`src/rtl/int_ctrl_multi.sv`:
```
// Multi-source interrupt controller: synchronises NUM_SRC lines and applies per-channel mask and edge/level mode.
// The lowest-index eligible channel is presented to the CPU over a req/ack/done handshake.
module int_ctrl_multi #(
  parameter int unsigned NUM_SRC     = 8,
  parameter int unsigned DATA_W      = 32,
  parameter int unsigned ADDR_W      = 32,
  parameter int unsigned SYNC_STAGES = 2,
  parameter logic [ADDR_W-1:0] VEC_BASE   = 32'h0000_0100,
  parameter logic [ADDR_W-1:0] VEC_STRIDE = 32'h0000_0010,
  localparam int unsigned ID_W = (NUM_SRC > 1) ? $clog2(NUM_SRC) : 1
) (
  input  logic              clk,
  input  logic              reset,
  input  logic [NUM_SRC-1:0] irq_in,
  input  logic              reg_we,
  input  logic [1:0]        reg_addr,
  input  logic [DATA_W-1:0] reg_wdata,
  output logic [DATA_W-1:0] reg_rdata,
  output logic              int_req,
  input  logic              int_ack,
  input  logic              int_done,
  output logic [ID_W-1:0]   int_id,
  output logic [ADDR_W-1:0] int_vector
);

  typedef enum logic [1:0] {IDLE, REQ, SERVICE} state_t;

  state_t state, state_nxt;
  logic [ID_W-1:0]    id_nxt;
  logic [NUM_SRC-1:0] sync_q [SYNC_STAGES];
  logic [NUM_SRC-1:0] s, s_d, mask, mode, pend, pend_nxt;
  logic [NUM_SRC-1:0] rise, clr, eligible;
  logic [ID_W-1:0]    winner;
  logic               unused_wdata;

  assign s = sync_q[SYNC_STAGES-1];
  assign unused_wdata = ^reg_wdata;

  always_ff @(posedge clk or posedge reset) begin
    if (reset) begin
      for (int unsigned i = 0; i < SYNC_STAGES; i++) sync_q[i] <= '0;
      s_d  <= '0;
      mask <= '0;
      mode <= '0;
      pend <= '0;
    end else begin
      sync_q[0] <= irq_in;
      for (int unsigned i = 1; i < SYNC_STAGES; i++) sync_q[i] <= sync_q[i-1];
      s_d  <= s;
      pend <= pend_nxt;
      if (reg_we && reg_addr == 2'd0) mask <= reg_wdata[NUM_SRC-1:0];
      if (reg_we && reg_addr == 2'd1) mode <= reg_wdata[NUM_SRC-1:0];
    end
  end

  // Edge bits: a new rising edge overrides any clear in the same cycle so no edge is lost.
  always_comb begin
    rise = s & ~s_d;
    clr  = '0;
    if (reg_we && reg_addr == 2'd2) clr = reg_wdata[NUM_SRC-1:0];
    if (state == REQ && int_ack) clr[int_id] = 1'b1;
    pend_nxt = (mode & (rise | (pend & ~clr))) | (~mode & s);
  end

  always_comb begin
    eligible = pend & mask;
    winner   = '0;
    for (int unsigned i = NUM_SRC; i > 0; i--) begin
      if (eligible[i-1]) winner = ID_W'(i - 1);
    end
  end

  always_ff @(posedge clk or posedge reset) begin
    if (reset) begin
      state  <= IDLE;
      int_id <= '0;
    end else begin
      state  <= state_nxt;
      int_id <= id_nxt;
    end
  end

  always_comb begin
    state_nxt = state;
    id_nxt    = int_id;
    case (state)
      IDLE: begin
        if (|eligible) begin
          state_nxt = REQ;
          id_nxt    = winner;
        end
      end
      REQ:     if (int_ack)  state_nxt = SERVICE;
      SERVICE: if (int_done) state_nxt = IDLE;
      default: state_nxt = IDLE;
    endcase
  end

  assign int_req    = (state == REQ);
  assign int_vector = VEC_BASE + ADDR_W'(int_id) * VEC_STRIDE;

  always_comb begin
    reg_rdata = '0;
    case (reg_addr)
      2'd0: reg_rdata = DATA_W'(mask);
      2'd1: reg_rdata = DATA_W'(mode);
      2'd2: reg_rdata = DATA_W'(pend);
      default: begin
        reg_rdata[ID_W-1:0] = int_id;
        reg_rdata[DATA_W-1] = (state == SERVICE);
      end
    endcase
  end

endmodule

```
`config.mk`:
```
export PLATFORM = sky130hd
export DESIGN_NAME = int_ctrl_multi
export DESIGN_NICKNAME = d
export VERILOG_FILES = /design/src/rtl/int_ctrl_multi.sv
export SDC_FILE = /design/constraint.sdc
export NUM_CORES = 1
export LEC_CHECK = 0
export ABC_CLOCK_PERIOD_IN_PS = 2150
export BUFFER_PORTS_ARGS = -buffer_cell sky130_fd_sc_hd__clkbuf_2
export CAP_MARGIN = 20
export CORE_UTILIZATION = 45
export DETAILED_ROUTE_END_ITERATION = 16
export PLACE_DENSITY = 0.77
export SYNTH_ARGS = -nofsm -noshare
export SYNTH_HDL_FRONTEND = slang
export SYNTH_SLANG_ARGS = --single-unit
```
`constraint.sdc`:
```
create_clock -name clk -period 2.15 [get_ports clk]
set_input_delay 0.43 -clock clk [delete_from_list [all_inputs] [get_ports clk]]
set_output_delay 0.43 -clock clk [all_outputs]
set_load 0.02 [all_outputs]
```
==> flow_metrics.py <==
metrics = {
    "status": {
        "outcome": "finished clean",
    },
    "timing": {
        "max_freq_ghz": 0.526,
        "rsz0062_at_grt": "no",
        "setup_violations": 0,
        "period_share": 0.885,
        "fin_ws_ps": 247,
        "hold_viol": 0,
        "maxSlewHeadroom": 0.562,
        "tightest_slew_ps": 657,
        "skew_ps": 7.95,
        "min_period_ps": 1900,
        "setup-tns-final_ps": 0,
        "hold_ws_ps": 222,
        "slew_viol_final": 0,
    },
    "synthesis": {
        "synth_cell_type_count": 32,
        "yosysMostFrequentCell": "buf_4",
        "synth_top_area_frac": 0.515,
        "yosysTopAreaCell": "dfrtp_1",
        "netlist_area_mm2": 0.00257,
        "async_reset_ff_frac": 1.00,
        "ys_top_cells_by_area": "dfrtp_1 (52%), buf_4 (16%), mux2_2 (7.0%)",
        "synthMuxAreaShare": 0.116,
        "synth_edf_count": 0,
        "yosysSeqAreaShare": 0.515,
        "ys_seq_elements": 53,
        "synth_top_cells_by_count": "buf_4 (55), dfrtp_1 (53), nand2_1 (29)",
        "yosys_warnings": 0,
        "synth_top_family_by_area": "buffers and inverters",
        "syn_avg_cell_area_um2": 11.5,
        "synth_compound_area_frac": 0.102,
        "synth-xor-area-share": 0,
        "syn_inst": 223,
        "yosys.area_share.adder": 0,
        "synthSimpleGateAreaFrac": 0.0909,
        "yosys_most_used_dff": "dfrtp_1",
    },
    "critical_path": {
        "cp-end-kind": "output pin",
        "cp_max_fo": 9,
        "crit_required_ps": 1720,
        "crit_path_start_kind": "flip-flop",
        "setup.worst_path.class": "reg2out",
        "cp.arrival_ps": 1470,
    },
    "power": {
        "leakagePower_nw": 1.36,
        "switching_share": 0.369,
        "p_clk_frac": 0.196,
        "internal-power_mw": 1.71,
        "netSwitchingPower_mw": 0.996,
        "p_per_area_mw_per_mm2": 993,
        "comb_power_share": 0.309,
        "irDropWorstVdd_v": 0.000459,
        "p_seq_frac": 0.494,
    },
    "placement": {
        "gp_congestion": 0.805,
        "dp_hpwl_um": 3120,
        "dp_slack_ps": 297,
        "io_buffers": 38,
    },
    "job": {
        "maxCapViolCount": 0,
    },
    "route": {
        "vias": 1608,
        "firstDrtPassIters": 4,
        "ant_nets": 0,
        "drt_iter0_drc": 124,
        "drc": 0,
        "routed_wirelength_um": 4390,
        "routed_via_density": 4.76,
        "routedWlPerCell_um": 13.0,
    },
    "clocking": {
        "clk_pin_slew_ps": 90,
        "post_cts_resized": 0,
        "htreeDepth": 2,
        "cts_made_buffers": 5,
        "clk_latency_ps": 300,
        "clockBufferDepth": 2,
        "tritoncts": "built",
        "cts_setup_buffers": 0,
        "cts_hold_buf": 0,
        "clock-sinks": 53,
        "root_buffer": "clkbuf_8",
    },
    "final_layout": {
        "nNetsFinal": 312,
        "drive_above_1_share": 0.278,
        "area_growth_syn_to_layout_pct": 5.73,
        "insertedDiodeCount": 0,
    },
    "die": {
        "rows": 27,
        "die-area_mm2": 0.00603,
        "die_w_um": 77.6,
        "coreArea_mm2": 0.00551,
        "ioPinCount": 115,
        "die_y_um": 77.6,
        "start_util": 0.468,
    },
    "global_route": {
        "grt_pass1_vias": 1464,
        "grt_max_degree": 54,
        "grt_antenna_before_repair": 0,
        "overflow": 0,
        "grt_pass1_wl_um": 7280,
        "grt_usage": 0.159,
    },
    "worst_hold_path": {
        "hold_class": "in2reg",
    },
}
==> path summary, 6_finish.rpt <==
check	from	depth (start not counted)	to	slack, ps
worst max register to register	state[1]	4	pend[7]	730
min in group asynchronous	reset	3	sync_q[13]	270
worst max-delay path	int_id[1]	2	reg_rdata[1]	250
worst min-delay path	irq_in[0]	1	sync_q[8]	220
worst min register to register	sync_q[15]	0	s[7]	350
max in group asynchronous	reset	3	sync_q[11]	1440
==> registers in the layout (all words and copies together), names as in the netlist <==
| name | flops |
|---|---|
| int_id | 3 |
| mask | 8 |
| mode | 8 |
| pend | 8 |
| s | 8 |
| s_d | 8 |
| state | 2 |
| sync_q | 8 |
==> cell families after synthesis <==
logic type | Yosys count
AOI/OAI and AO/OA | 37
buffers and inverters | 60
DFF | 53
muxes | 24
other | 2
and+or+nand+nor | 47
==> placed cells by master, fill, tap and decap left out, types with 6 or more instances in the layout <==
master,count
a21o_1,6
a21oi_1,7
a221oi_1,6
clkbuf_2,38
conb_1,52
dfrtp_1,53
mux2_2,16
nand2_1,29
o21ai_0,6
==> worst max-delay path, cell delays in order, from the launching register on <==
cell	delay [ps]
dfrtp_1	500
mux4_2	500
clkbuf_2	170
==> layer usage <==
metal  share of wire  track usage  vias to the layer above
met5               0            0                        -
met4           0.014       0.0623                        0
met3           0.069       0.0447                        7
met2            0.48        0.246                       72
met1            0.44        0.212                      780
li1                -            -                      749
==> stage by stage <==
stage	total power, mW	instance area [um2]	cells	utilization
floorplan	2.03	2760	273	-
global placement	2.17	2640	330	0.479
detailed placement	2.19	2640	330	0.479
CTS	2.73	2720	338	0.494
global route	2.87	2720	338	0.494
finish	2.70	2720	338	0.494
==> cell type report <==
| cell class | count | area, um2 |
|---|---|---|
| multi-input combinational | 160 | 988 |
| inverter | 2 | 7.51 |
| clock buffer | 6 | 72.6 |
| fill | 509 | 2780 |
| sequential | 53 | 1330 |
| tap | 72 | 90.1 |
| clock inverter | 2 | 10.0 |
| timing repair buffer | 43 | 228 |
==> power by group through the flow <==
stage	Sequential, mW	Combinational, mW	Clock [mW]
after floorplan	1.35	0.681	0
after global placement	1.35	0.821	0
after detailed placement	1.35	0.839	0
after CTS	1.33	0.842	0.553
after global routing	1.36	0.923	0.585
final	1.34	0.836	0.530
No activity file was read; power rests on OpenSTA's default activity.
